[config.mk]
export PLATFORM = sky130hd
export DESIGN_NAME = porta_logica_acc
export DESIGN_NICKNAME = d
export VERILOG_FILES = /design/src/rtl/porta_logica_acc.sv
export SDC_FILE = /design/constraint.sdc
export NUM_CORES = 1
export LEC_CHECK = 0
export ABC_AREA = 0
export CAP_MARGIN = 10
export CELL_PAD_IN_SITES_DETAIL_PLACEMENT = 1
export CELL_PAD_IN_SITES_GLOBAL_PLACEMENT = 2
export CORE_AREA = 2 2 87 89
export DETAILED_ROUTE_END_ITERATION = 6
export DIE_AREA = 0 0 89 91
export PLACE_DENSITY = 0.9
export SLEW_MARGIN = 5
export SYNTH_ARGS = -nofsm -noshare
export SYNTH_HDL_FRONTEND = slang
export SYNTH_HIERARCHICAL = 1
export SYNTH_SLANG_ARGS = --single-unit
[constraint.sdc]
create_clock -name clk -period 3 [get_ports clk]
set_input_delay 0.45 -clock clk [delete_from_list [all_inputs] [get_ports clk]]
set_output_delay 0.45 -clock clk [all_outputs]
set_load 0.05 [all_outputs]
[src/rtl/porta_logica_acc.sv]
// Registered WIDTH-bit bitwise logic unit with valid/ready handshakes and burst accumulation.
// Optional zero flag output zf is enabled by defining PORTA_LOGICA_ZERO_FLAG_EN.
module porta_logica_bit (
  input  logic [2:0] op,
  input  logic       x,
  input  logic       z,
  output logic       f
);
  always_comb begin
    f = 1'b0;
    case (op)
      3'b000: f = x & z;
      3'b001: f = x | z;
      3'b010: f = x ^ z;
      3'b011: f = ~(x & z);
      3'b100: f = ~(x | z);
      3'b101: f = ~(x ^ z);
      3'b110: f = ~x;
      3'b111: f = x;
      default: f = 1'b0;
    endcase
  end
endmodule

module porta_logica_acc #(
  parameter int WIDTH = 8,
  parameter int CNT_W = 4
) (
  input  logic             clk,
  input  logic             rst_n,
  input  logic             in_valid,
  output logic             in_ready,
  input  logic [WIDTH-1:0] a,
  input  logic [WIDTH-1:0] b,
  input  logic [2:0]       op,
  input  logic             acc_mode,
  input  logic             last,
  output logic             out_valid,
  input  logic             out_ready,
  output logic [WIDTH-1:0] y,
  output logic [CNT_W-1:0] count
`ifdef PORTA_LOGICA_ZERO_FLAG_EN
  , output logic           zf
`endif
);
  typedef enum logic {IDLE, ACCUM} state_t;

  typedef struct packed {
    logic [2:0]       op;
    logic [WIDTH-1:0] x;
    logic [WIDTH-1:0] z;
  } lane_req_t;

  state_t           state, state_d;
  logic [WIDTH-1:0] acc, acc_d, y_d, f;
  logic [CNT_W-1:0] count_d, count_inc;
  logic [2:0]       op_q, op_d;
  logic             out_valid_d, accept;
  lane_req_t        req;

  // One lane array serves both modes: in ACCUM the accumulator takes the x slot and a takes z.
  assign req = (state == ACCUM) ? '{op: op_q, x: acc, z: a} : '{op: op, x: a, z: b};

  for (genvar i = 0; i < WIDTH; i++) begin : g_lane
    porta_logica_bit u_bit (.op(req.op), .x(req.x[i]), .z(req.z[i]), .f(f[i]));
  end

  assign in_ready  = (state == ACCUM) ? 1'b1 : (!out_valid || out_ready);
  assign accept    = in_valid && in_ready;
  assign count_inc = (count == '1) ? count : count + 1'b1;

  always_comb begin
    state_d     = state;
    acc_d       = acc;
    y_d         = y;
    count_d     = count;
    op_d        = op_q;
    out_valid_d = out_valid;
    if (out_valid && out_ready) out_valid_d = 1'b0;
    if (accept) begin
      if (state == IDLE) begin
        count_d = {{(CNT_W-1){1'b0}}, 1'b1};
        if (acc_mode && !last) begin
          acc_d   = f;
          op_d    = op;
          state_d = ACCUM;
        end else begin
          y_d         = f;
          out_valid_d = 1'b1;
        end
      end else begin
        acc_d   = f;
        count_d = count_inc;
        if (last) begin
          y_d         = f;
          out_valid_d = 1'b1;
          state_d     = IDLE;
        end
      end
    end
  end

  always_ff @(posedge clk or negedge rst_n) begin
    if (!rst_n) begin
      state     <= IDLE;
      acc       <= '0;
      y         <= '0;
      count     <= '0;
      op_q      <= '0;
      out_valid <= 1'b0;
    end else begin
      state     <= state_d;
      acc       <= acc_d;
      y         <= y_d;
      count     <= count_d;
      op_q      <= op_d;
      out_valid <= out_valid_d;
    end
  end

`ifdef PORTA_LOGICA_ZERO_FLAG_EN
  // Flag tracks y exactly: only refreshed on the edges that load a new y.
  always_ff @(posedge clk or negedge rst_n) begin
    if (!rst_n)                        zf <= 1'b0;
    else if (out_valid_d && y_d != y)  zf <= (y_d == '0);
    else if (accept && out_valid_d)    zf <= (y_d == '0);
  end
`endif
endmodule

==> key figures, run 1 <==
Timing
  – Clock skew: 8.299 ps
  – Slew @ Worst Pin: 905.2 ps
  – Max Fclk: 0.3640 GHz
  – Final setup viols: 0
  – WHS: 510.9 ps
  – Final period util: 91.57%
  – Final Max Slew Viols: 0
  – RSZ-0062 raised after global routing: no
  – Fin crit period: 2747 ps
  – Slew HR: 39.65%
  – Final WS setup: 253.0 ps
  – Final Hold Viols: 0
  – Post-route setup TNS: 0 ps

Placed design
  – Worst slack, placed: 257.6 ps
  – Port Buffers: 38
  – Post-DP Area: 2751 sq um
  – HPWL after DPL: 4.001 mm
  – Placer congestion estimate: 0.7044

Power and ir drop
  – Int Pwr: 1.034 mW
  – Lkg Pwr: 1.236 nW
  – Sequential power share: 29.2%
  – Power per cell area: 673.2 nW/um^2
  – Clk pwr share: 11.0%
  – Comb pwr share: 59.8%
  – VDD IR max: 0.4450 mV
  – Net Sw Frac: 45.15%
  – Sw power: 0.8512 mW

Worst setup path
  – Worst Path Arrival: 2300 ps
  – Top delay family on crit path: buffers and inverters
  – Reg2reg start: state
  – Critical-path top delay cell: clkdlybuf4s50_1
  – Worst Path Buf+Inv: 2
  – Critical path type: reg2out
  – CP max FO: 12
  – Reg2reg end: acc[3]
  – WP data required: 2550 ps
  – Critical path depth: 3
  – Worst Reg-to-Reg Cells: 6
  – Reg2reg setup slack: 440 ps
  – CP peak stage delay: 720 ps
  – CP Capture Type: output pin
  – Startpoint Class: flip-flop
  – Crit-path cells: buf_4, or3b_4, clkdlybuf4s50_1
  – End of the critical path: in_ready
  – CP Launch Point: state

Routing
  – Routed vias: 1932
  – Via density: 4.967
  – Initial DRT Pass Iterations: 4
  – DRT antenna net count: 0
  – Total wire length: 5.419 mm
  – Number of DRC markers in iteration 0: 84
  – Wire per inst: 13.93 microns
  – Drt drc: 0

Clock network
  – Post-CTS Setup Bufs: 0
  – Worst-skew pair later-pin latency: 280 ps
  – # hold bufs at CTS: 0
  – Htree depth: 1
  – CTS clk-pin slew, worst paths: 90 ps
  – CTS tree: built
  – Clock Sinks: 25
  – Max Buffers Root-to-Sink: 2
  – Post-CTS Resized: 0
  – TritonCTS Buffers: 3
  – CTS root buf: clkbuf_8

Logic synthesis
  – Synth top area cells: dfrtp_1 28%, mux2_2 15%, ha_1 9.5%
  – Post-Syn Area: 2237 sq um
  – Unique masters post-synth: 32
  – Post-synthesis area per instance: 8.985 sq um
  – Instance count of the mapped netlist: 249
  – Most used flip-flop cell after synthesis: dfrtp_1
  – Most frequent cells after synthesis: 33 x inv_1, 30 x mux2_2, 25 x dfrtp_1
  – Most frequent cell after synthesis: inv_1
  – Number of flops mapped to enable cells by yosys: 0
  – Synth top area share: 27.96%
  – Register area share after synthesis: 27.96%
  – Yosys reg bits: 25
  – Warnings, synthesis: 6
  – Net Count, Synth: 291
  – Area leader, netlist: dfrtp_1
  – Ys async rst share: 100.0%

Floorplanning
  – # rows: 31
  – DIE AREA: 8099 sq um
  – Starting density of the core: 31.35%
  – I/O pin cnt: 39
  – Core Area: 7137 sq um
  – Chip Height: 91 microns
  – Die width: 89 microns

Global route
  – Antenna violations before repair: 0
  – Tot GR Track Use: 14.36%
  – Vias in the first global route: 2023
  – Pin count of the biggest net entering global routing: 57
  – M2 GR Usage: 23.20%
  – First-pass GRT wire length: 9.563 mm
  – Met3 Usage GRT: 2.273%
  – Layer with the highest usage: met2
  – Total gr overflow: 0
  – Met1 usage: 20.84%

Status
  – Outcome: completed

Cells and area
  – Fillers: 844
  – Area Growth Syn to Fin: 25.17%
  – Final Cell Area: 2800 sq um
  – Final net count: 333
  – Share of cells above drive strength 1: 14.83%
  – N_diodes: 0

Run
  – Max capacitance violation total: 0

Worst hold path
  – Worst Hold Class: reg2reg
[cells in the final DEF (no fill, tap or decap), types with 2 or more instances in the layout]
cell type        Yosys  final
a21boi_0             2      2
a21oi_1              9      9
a31oi_1              2      2
a32oi_1              8      8
and2_1               8      8
and4_1               2      2
buf_4                0      5
clkbuf_8             0      3
clkdlybuf4s50_1      0     38
dfrtp_1             25     25
ha_1                17     17
inv_1               33     33
mux2_2              30     30
nand2_1             18     18
nand2b_1            17     17
nand3_1              2      2
nand4_1              2      2
nor2_1              17     17
o2111ai_1            8      8
o221a_2              2      2
o22ai_1              8      8
o311a_1              8      8
or2b_1               8      8
xor2_1               8      8
[logic make-up after synthesis]
logic type	Yosys count	share of synthesized area, %
mux	31	15.55
simple gates	78	18.85
flops	25	27.96
xor+xnor	8	3.132
compound gates	51	18.23
buf+inv	39	6.768
fa+ha+maj	17	9.508
[routing by layer]
metal,up-vias,share of wire [%],routed length [microns]
li1,970,-,-
met1,924,50,2693
met2,33,46,2473
met3,5,4.1,224
met4,0,0.52,28
met5,-,0,0
[per-stage QoR]
step | power (mW) | cells | util, %
after floorplan | 1.348 | 249 | -
after global placement | 1.660 | 385 | 38.55
after detailed placement | 1.700 | 385 | 38.55
after CTS | 1.910 | 389 | 39.24
after global routing | 2.050 | 389 | 39.24
final | 1.885 | 389 | 39.24
[state kept, by name, summed over array words and instances (netlist names)]
register   flops
state          1
op_q           3
count          4
out_valid      1
y              8
acc            8
[area by class of cell]
type                       count  area (sq um)  area share, %
sequential                    25         625.6          22.34
inverter                      33         123.9          4.424
tap                           99         123.9          4.424
timing repair buffer          43         417.9          14.92
clock inverter                 1         7.507         0.2681
multi-input combinational    185          1460          52.14
clock buffer                   3         41.29          1.475
[worst min path at each step]
stage                  from  endpoint  slack [ps]  cells after the start
floorplan             rst_n    acc[0]         150                      0
global placement    op_q[2]   op_q[2]         480                      1
detailed placement  op_q[2]   op_q[2]         490                      1
CTS                 op_q[2]   op_q[2]         510                      1
global route        op_q[0]   op_q[0]         540                      1
finish              op_q[2]   op_q[2]         510                      1
[power groups by stage]
stage	clock network [mW]	logic (mW)	registers, mW
after floorplan	0	0.603	0.745
after global placement	0	1.10	0.557
after CTS	0.212	1.14	0.554
final	0.208	1.13	0.550
after detailed placement	0	1.14	0.560
after global routing	0.227	1.25	0.573
No activity file was read; power rests on OpenSTA's default activity.
==> run 2: changes to the inputs <==
--- a/config.mk
+++ b/config.mk
@@ -9,10 +9,10 @@
 export CAP_MARGIN = 10
 export CELL_PAD_IN_SITES_DETAIL_PLACEMENT = 1
 export CELL_PAD_IN_SITES_GLOBAL_PLACEMENT = 2
-export CORE_AREA = 2 2 87 89
+export CORE_AREA = 3 3 92 94
 export DETAILED_ROUTE_END_ITERATION = 6
-export DIE_AREA = 0 0 89 91
-export PLACE_DENSITY = 0.9
+export DIE_AREA = 0 0 95 97
+export PLACE_DENSITY = 0.84
 export SLEW_MARGIN = 5
 export SYNTH_ARGS = -nofsm -noshare
 export SYNTH_HDL_FRONTEND = slang
==> key figures, run 2 (synthesis results as in run 1) <==
Timing
  – RSZ-0062 raised after global routing: no
  – Max Fclk: 0.3822 GHz
  – Slew @ Worst Pin: 900.4 ps
  – Final period util: 87.21%
  – Clock skew: 2.833 ps
  – Post-route setup TNS: 0 ps
  – Final Max Slew Viols: 0
  – Final setup viols: 0
  – Slew HR: 39.97%
  – Fin crit period: 2616 ps
  – Final Hold Viols: 0

Worst setup path
  – CP Capture Type: output pin
  – Critical-path top delay cell: clkdlybuf4s50_1
  – Top delay family on crit path: buffers and inverters
  – Worst Path Buf+Inv: 2
  – Crit-path cells: buf_4, or3b_4, clkdlybuf4s50_1
  – CP peak stage delay: 720 ps
  – Startpoint Class: flip-flop
  – Worst Reg-to-Reg Cells: 6
  – CP max FO: 11
  – WP data required: 2550 ps
  – Critical path type: reg2out
  – Critical path depth: 3
  – Worst Path Arrival: 2170 ps

Floorplanning
  – # rows: 32
  – I/O pin cnt: 39
  – Die width: 95 microns
  – Core Area: 7727 sq um
  – Chip Height: 97 microns
  – Starting density of the core: 28.95%
  – DIE AREA: 9215 sq um

Placed design
  – Placed cells: 388
  – Placer congestion estimate: 0.7341
  – Port Buffers: 38
  – HPWL after DPL: 3.999 mm
  – Post-DP Area: 2755 sq um

Power and ir drop
  – VDD IR max: 0.2804 mV
  – Power per cell area: 672.6 nW/um^2
  – Power Total: 1.884 mW
  – Lkg Pwr: 1.240 nW

Routing
  – Total wire length: 5.394 mm
  – Routed vias: 1907
  – DRT antenna net count: 0
  – Initial DRT Pass Iterations: 4
  – Via density: 4.865
  – Drt drc: 0
  – Number of DRC markers in iteration 0: 73
  – Wire per inst: 13.76 microns

Cells and area
  – Most frequent cells in the layout: 38 x clkdlybuf4s50_1, 33 x inv_1, 30 x mux2_2
  – Final Cell Area: 2801 sq um
  – Share of cells above drive strength 1: 14.83%
  – N_diodes: 0
  – Area Growth Syn to Fin: 25.22%
  – Final net count: 333
  – Leading cell type in the layout, fill and taps excluded: clkdlybuf4s50_1
  – Non-Filler Instances: 392
  – Biggest registers after layout: acc: 8 flops, y: 8 flops, count: 4 flops
  – Utilization after layout: 36.25%

Clock network
  – CTS tree: built
  – Post-CTS Resized: 0
  – Max Buffers Root-to-Sink: 2
  – Htree depth: 1
  – # hold bufs at CTS: 0
  – TritonCTS Buffers: 3
  – Post-CTS Setup Bufs: 0
  – Worst-skew pair later-pin latency: 280 ps
  – Clock Sinks: 25
  – CTS clk-pin slew, worst paths: 90 ps
  – CTS root buf: clkbuf_8

Global route
  – Tot GR Track Use: 11.84%
  – Antenna violations before repair: 0
  – Total gr overflow: 0
  – Vias in the first global route: 1942
  – First-pass GRT wire length: 9.032 mm
  – Pin count of the biggest net entering global routing: 57

Worst hold path
  – Worst Hold Class: reg2reg
  – Worst Hold Path Cells: 1

Status
  – Outcome: completed

Run
  – Max capacitance violation total: 0
run 2: routing by layer:
layer	GRT usage, %	share of wire, %
met5	0	0
met4	0.9989	0.28
met3	1.944	3.5
met2	19.79	44
met1	16.55	52
run 2: worst reg2reg max path: stages, from the launching register on:
cell	delay (ps)
dfrtp_1	500
mux2_2	870
or2b_1	310
a32oi_1	240
o311a_1	230
nand2_1	60
o22ai_1	150
run 2: final timing paths:
check,from,endpoint,slack (ps)
min in group asynchronous,rst_n,op_q[1],520
hold / removal,op_q[2],op_q[2],510
max in group asynchronous,rst_n,count[3],2220
setup reg to reg,state,acc[3],570
hold reg to reg,op_q[2],op_q[2],510
setup / recovery,state,in_ready,380
run 2: report_power, final:
group,internal (mW),total [mW],switching (mW)
clock network,0.0933,0.209,0.116
registers,0.459,0.544,0.0845
logic,0.481,1.13,0.650
run 2: area by class of cell:
type / instances / area [sq um]
fillers: 903 / 4926
multi-input cells: 185 / 1460
flip-flops and latches: 25 / 625.6
repair buffers: 43 / 417.9
well taps: 102 / 127.6
inverters: 33 / 123.9
clock buffers: 3 / 41.29
clock inverters: 1 / 5.005
run 2: stage by stage:
stage	hold WS, ps	setup WS, ps
6_report	510.4	383.6
5_1_grt	525.2	333.5
4_1_cts	511.5	379.7
3_5_place_dp	487.0	218.3
3_3_place_gp	480.9	344.4
2_1_floorplan	154.4	781.5
==> run 3: changes to the inputs <==
--- a/config.mk
+++ b/config.mk
@@ -12,7 +12,8 @@
 export CORE_AREA = 3 3 92 94
 export DETAILED_ROUTE_END_ITERATION = 6
 export DIE_AREA = 0 0 95 97
-export PLACE_DENSITY = 0.84
+export DONT_BUFFER_PORTS = 1
+export PLACE_DENSITY = 0.72
 export SLEW_MARGIN = 5
 export SYNTH_ARGS = -nofsm -noshare
 export SYNTH_HDL_FRONTEND = slang
==> key figures, run 3 (synthesis results as in run 1) <==
Global route
  – Pin count of the biggest net entering global routing: 57
  – Tot GR Track Use: 12.60%
  – Total gr overflow: 0
  – Vias in the first global route: 1886
  – Antenna violations before repair: 0
  – First-pass GRT wire length: 9.425 mm

Worst hold path
  – Worst Hold Class: in2reg

Timing
  – Post-route setup TNS: 0 ps
  – Slew HR: 40.68%
  – Final WS setup: 722.7 ps
  – RSZ-0062 raised after global routing: no
  – Max Fclk: 0.4391 GHz
  – Final period util: 75.91%
  – Final setup viols: 0
  – WHS: 256.6 ps
  – Final Max Slew Viols: 0
  – Clock skew: 2.645 ps
  – Slew @ Worst Pin: 889.8 ps
  – Fin crit period: 2277 ps
  – Final Hold Viols: 0

Routing
  – Wire per inst: 15.52 microns
  – Routed vias: 1775
  – Initial DRT Pass Iterations: 4
  – Via density: 5.028
  – Drt drc: 0
  – Total wire length: 5.477 mm
  – Number of DRC markers in iteration 0: 45
  – DRT antenna net count: 0

Placed design
  – Worst slack, placed: 712.9 ps
  – Port Buffers: 0
  – Placer congestion estimate: 0.7317
  – HPWL after DPL: 4.102 mm

Clock network
  – TritonCTS Buffers: 3
  – CTS clk-pin slew, worst paths: 90 ps
  – Max Buffers Root-to-Sink: 2
  – CTS root buf: clkbuf_8
  – Htree depth: 1
  – CTS tree: built
  – Worst-skew pair later-pin latency: 270 ps
  – Post-CTS Setup Bufs: 0
  – Clock Sinks: 25

Floorplanning
  – Chip Height: 97 microns
  – Core Area: 7727 sq um
  – Die width: 95 microns
  – I/O pin cnt: 39
  – Starting density of the core: 28.95%
  – DIE AREA: 9215 sq um
  – # rows: 32

Cells and area
  – Most frequent cells in the layout: 33 x inv_1, 30 x mux2_2, 25 x dfrtp_1
  – Final net count: 294
  – N_diodes: 0
  – Biggest registers after layout: acc: 8 flops, y: 8 flops, count: 4 flops
  – Share of cells above drive strength 1: 16.33%
  – Leading cell type in the layout, fill and taps excluded: inv_1
  – Area Growth Syn to Fin: 8.557%

Power and ir drop
  – Power per cell area: 708.8 nW/um^2
  – VDD IR max: 0.3745 mV
  – Power Total: 1.721 mW
  – Lkg Pwr: 1.091 nW

Worst setup path
  – Worst Path Arrival: 2470 ps
  – Crit-path cells: mux2_2, or2b_1, a32oi_1, o311a_1, nand2_1, o22ai_1
  – CP peak stage delay: 830 ps
  – Top delay family on crit path: multiplexers
  – Startpoint Class: flip-flop
  – WP data required: 3190 ps
  – Critical path type: reg2reg
  – CP Capture Type: flip-flop
  – CP max FO: 56
  – Worst Path Buf+Inv: 0
  – Critical-path top delay cell: mux2_2

Run
  – Max capacitance violation total: 0

Status
  – Outcome: completed
==> run 3: cell count changes in the layout (fill, tap and decap cells not counted), sizes merged <==
cell | previous run | this run
buf | 5 | 3
dlygate4sd3 | 0 | 1
clkdlybuf4s50 | 38 | 0
==> run 3: final timing paths <==
| kind | end | startpoint | slack (ps) | depth (start not counted) |
|---|---|---|---|---|
| worst max-delay path | acc[4] | state | 720 | 6 |
| min in group asynchronous | op_q[2] | rst_n | 600 | 2 |
| max in group asynchronous | y[3] | rst_n | 2250 | 2 |
| worst min-delay path | state | in_valid | 260 | 1 |
| worst max register to register | acc[4] | state | 720 | 6 |
| worst min register to register | op_q[0] | op_q[0] | 510 | 1 |
==> run 3: metrics by stage <==
stage               cell area, sq um  instances  utilization (%)
floorplan                       2237        249                -
global placement                2352        347            30.44
detailed placement              2352        347            30.44
CTS                             2429        353            31.43
global route                    2429        353            31.43
finish                          2429        353            31.43
==> run 3: layout make-up <==
type	instances	area, sq um
clock buffers	3	41.29
inverters	33	123.9
well taps	102	127.6
multi-input cells	185	1460
repair buffers	4	45.04
clock inverters	1	5.005
flip-flops and latches	25	625.6
fillers	913	5299
==> run 3: timing repair <==
item / 4_1_cts / 5_1_grt
hold endpoints to repair: 25 / 0
endpoints found under the setup margin: 0 / 0
gates resized for setup: 0 / 0
hold buffers: 2 / 0
==> run 3: routing by layer <==
layer  global-route usage, %  wire length, microns  vias up
li1                        -                     -      893
met5                       0                     0        -
met4                   1.332                    22        0
met3                   3.033                   269        2
met2                   21.04                  2606       34
met1                   16.94                  2579      846
==> run 3: power by group <==
part	total, mW	switching, mW	internal, mW	leakage, nW
logic	0.738	0.390	0.348	0.764
registers	0.777	0.322	0.455	0.301
clock network	0.206	0.113	0.0931	0.0255
total	1.72	0.825	0.896	1.09
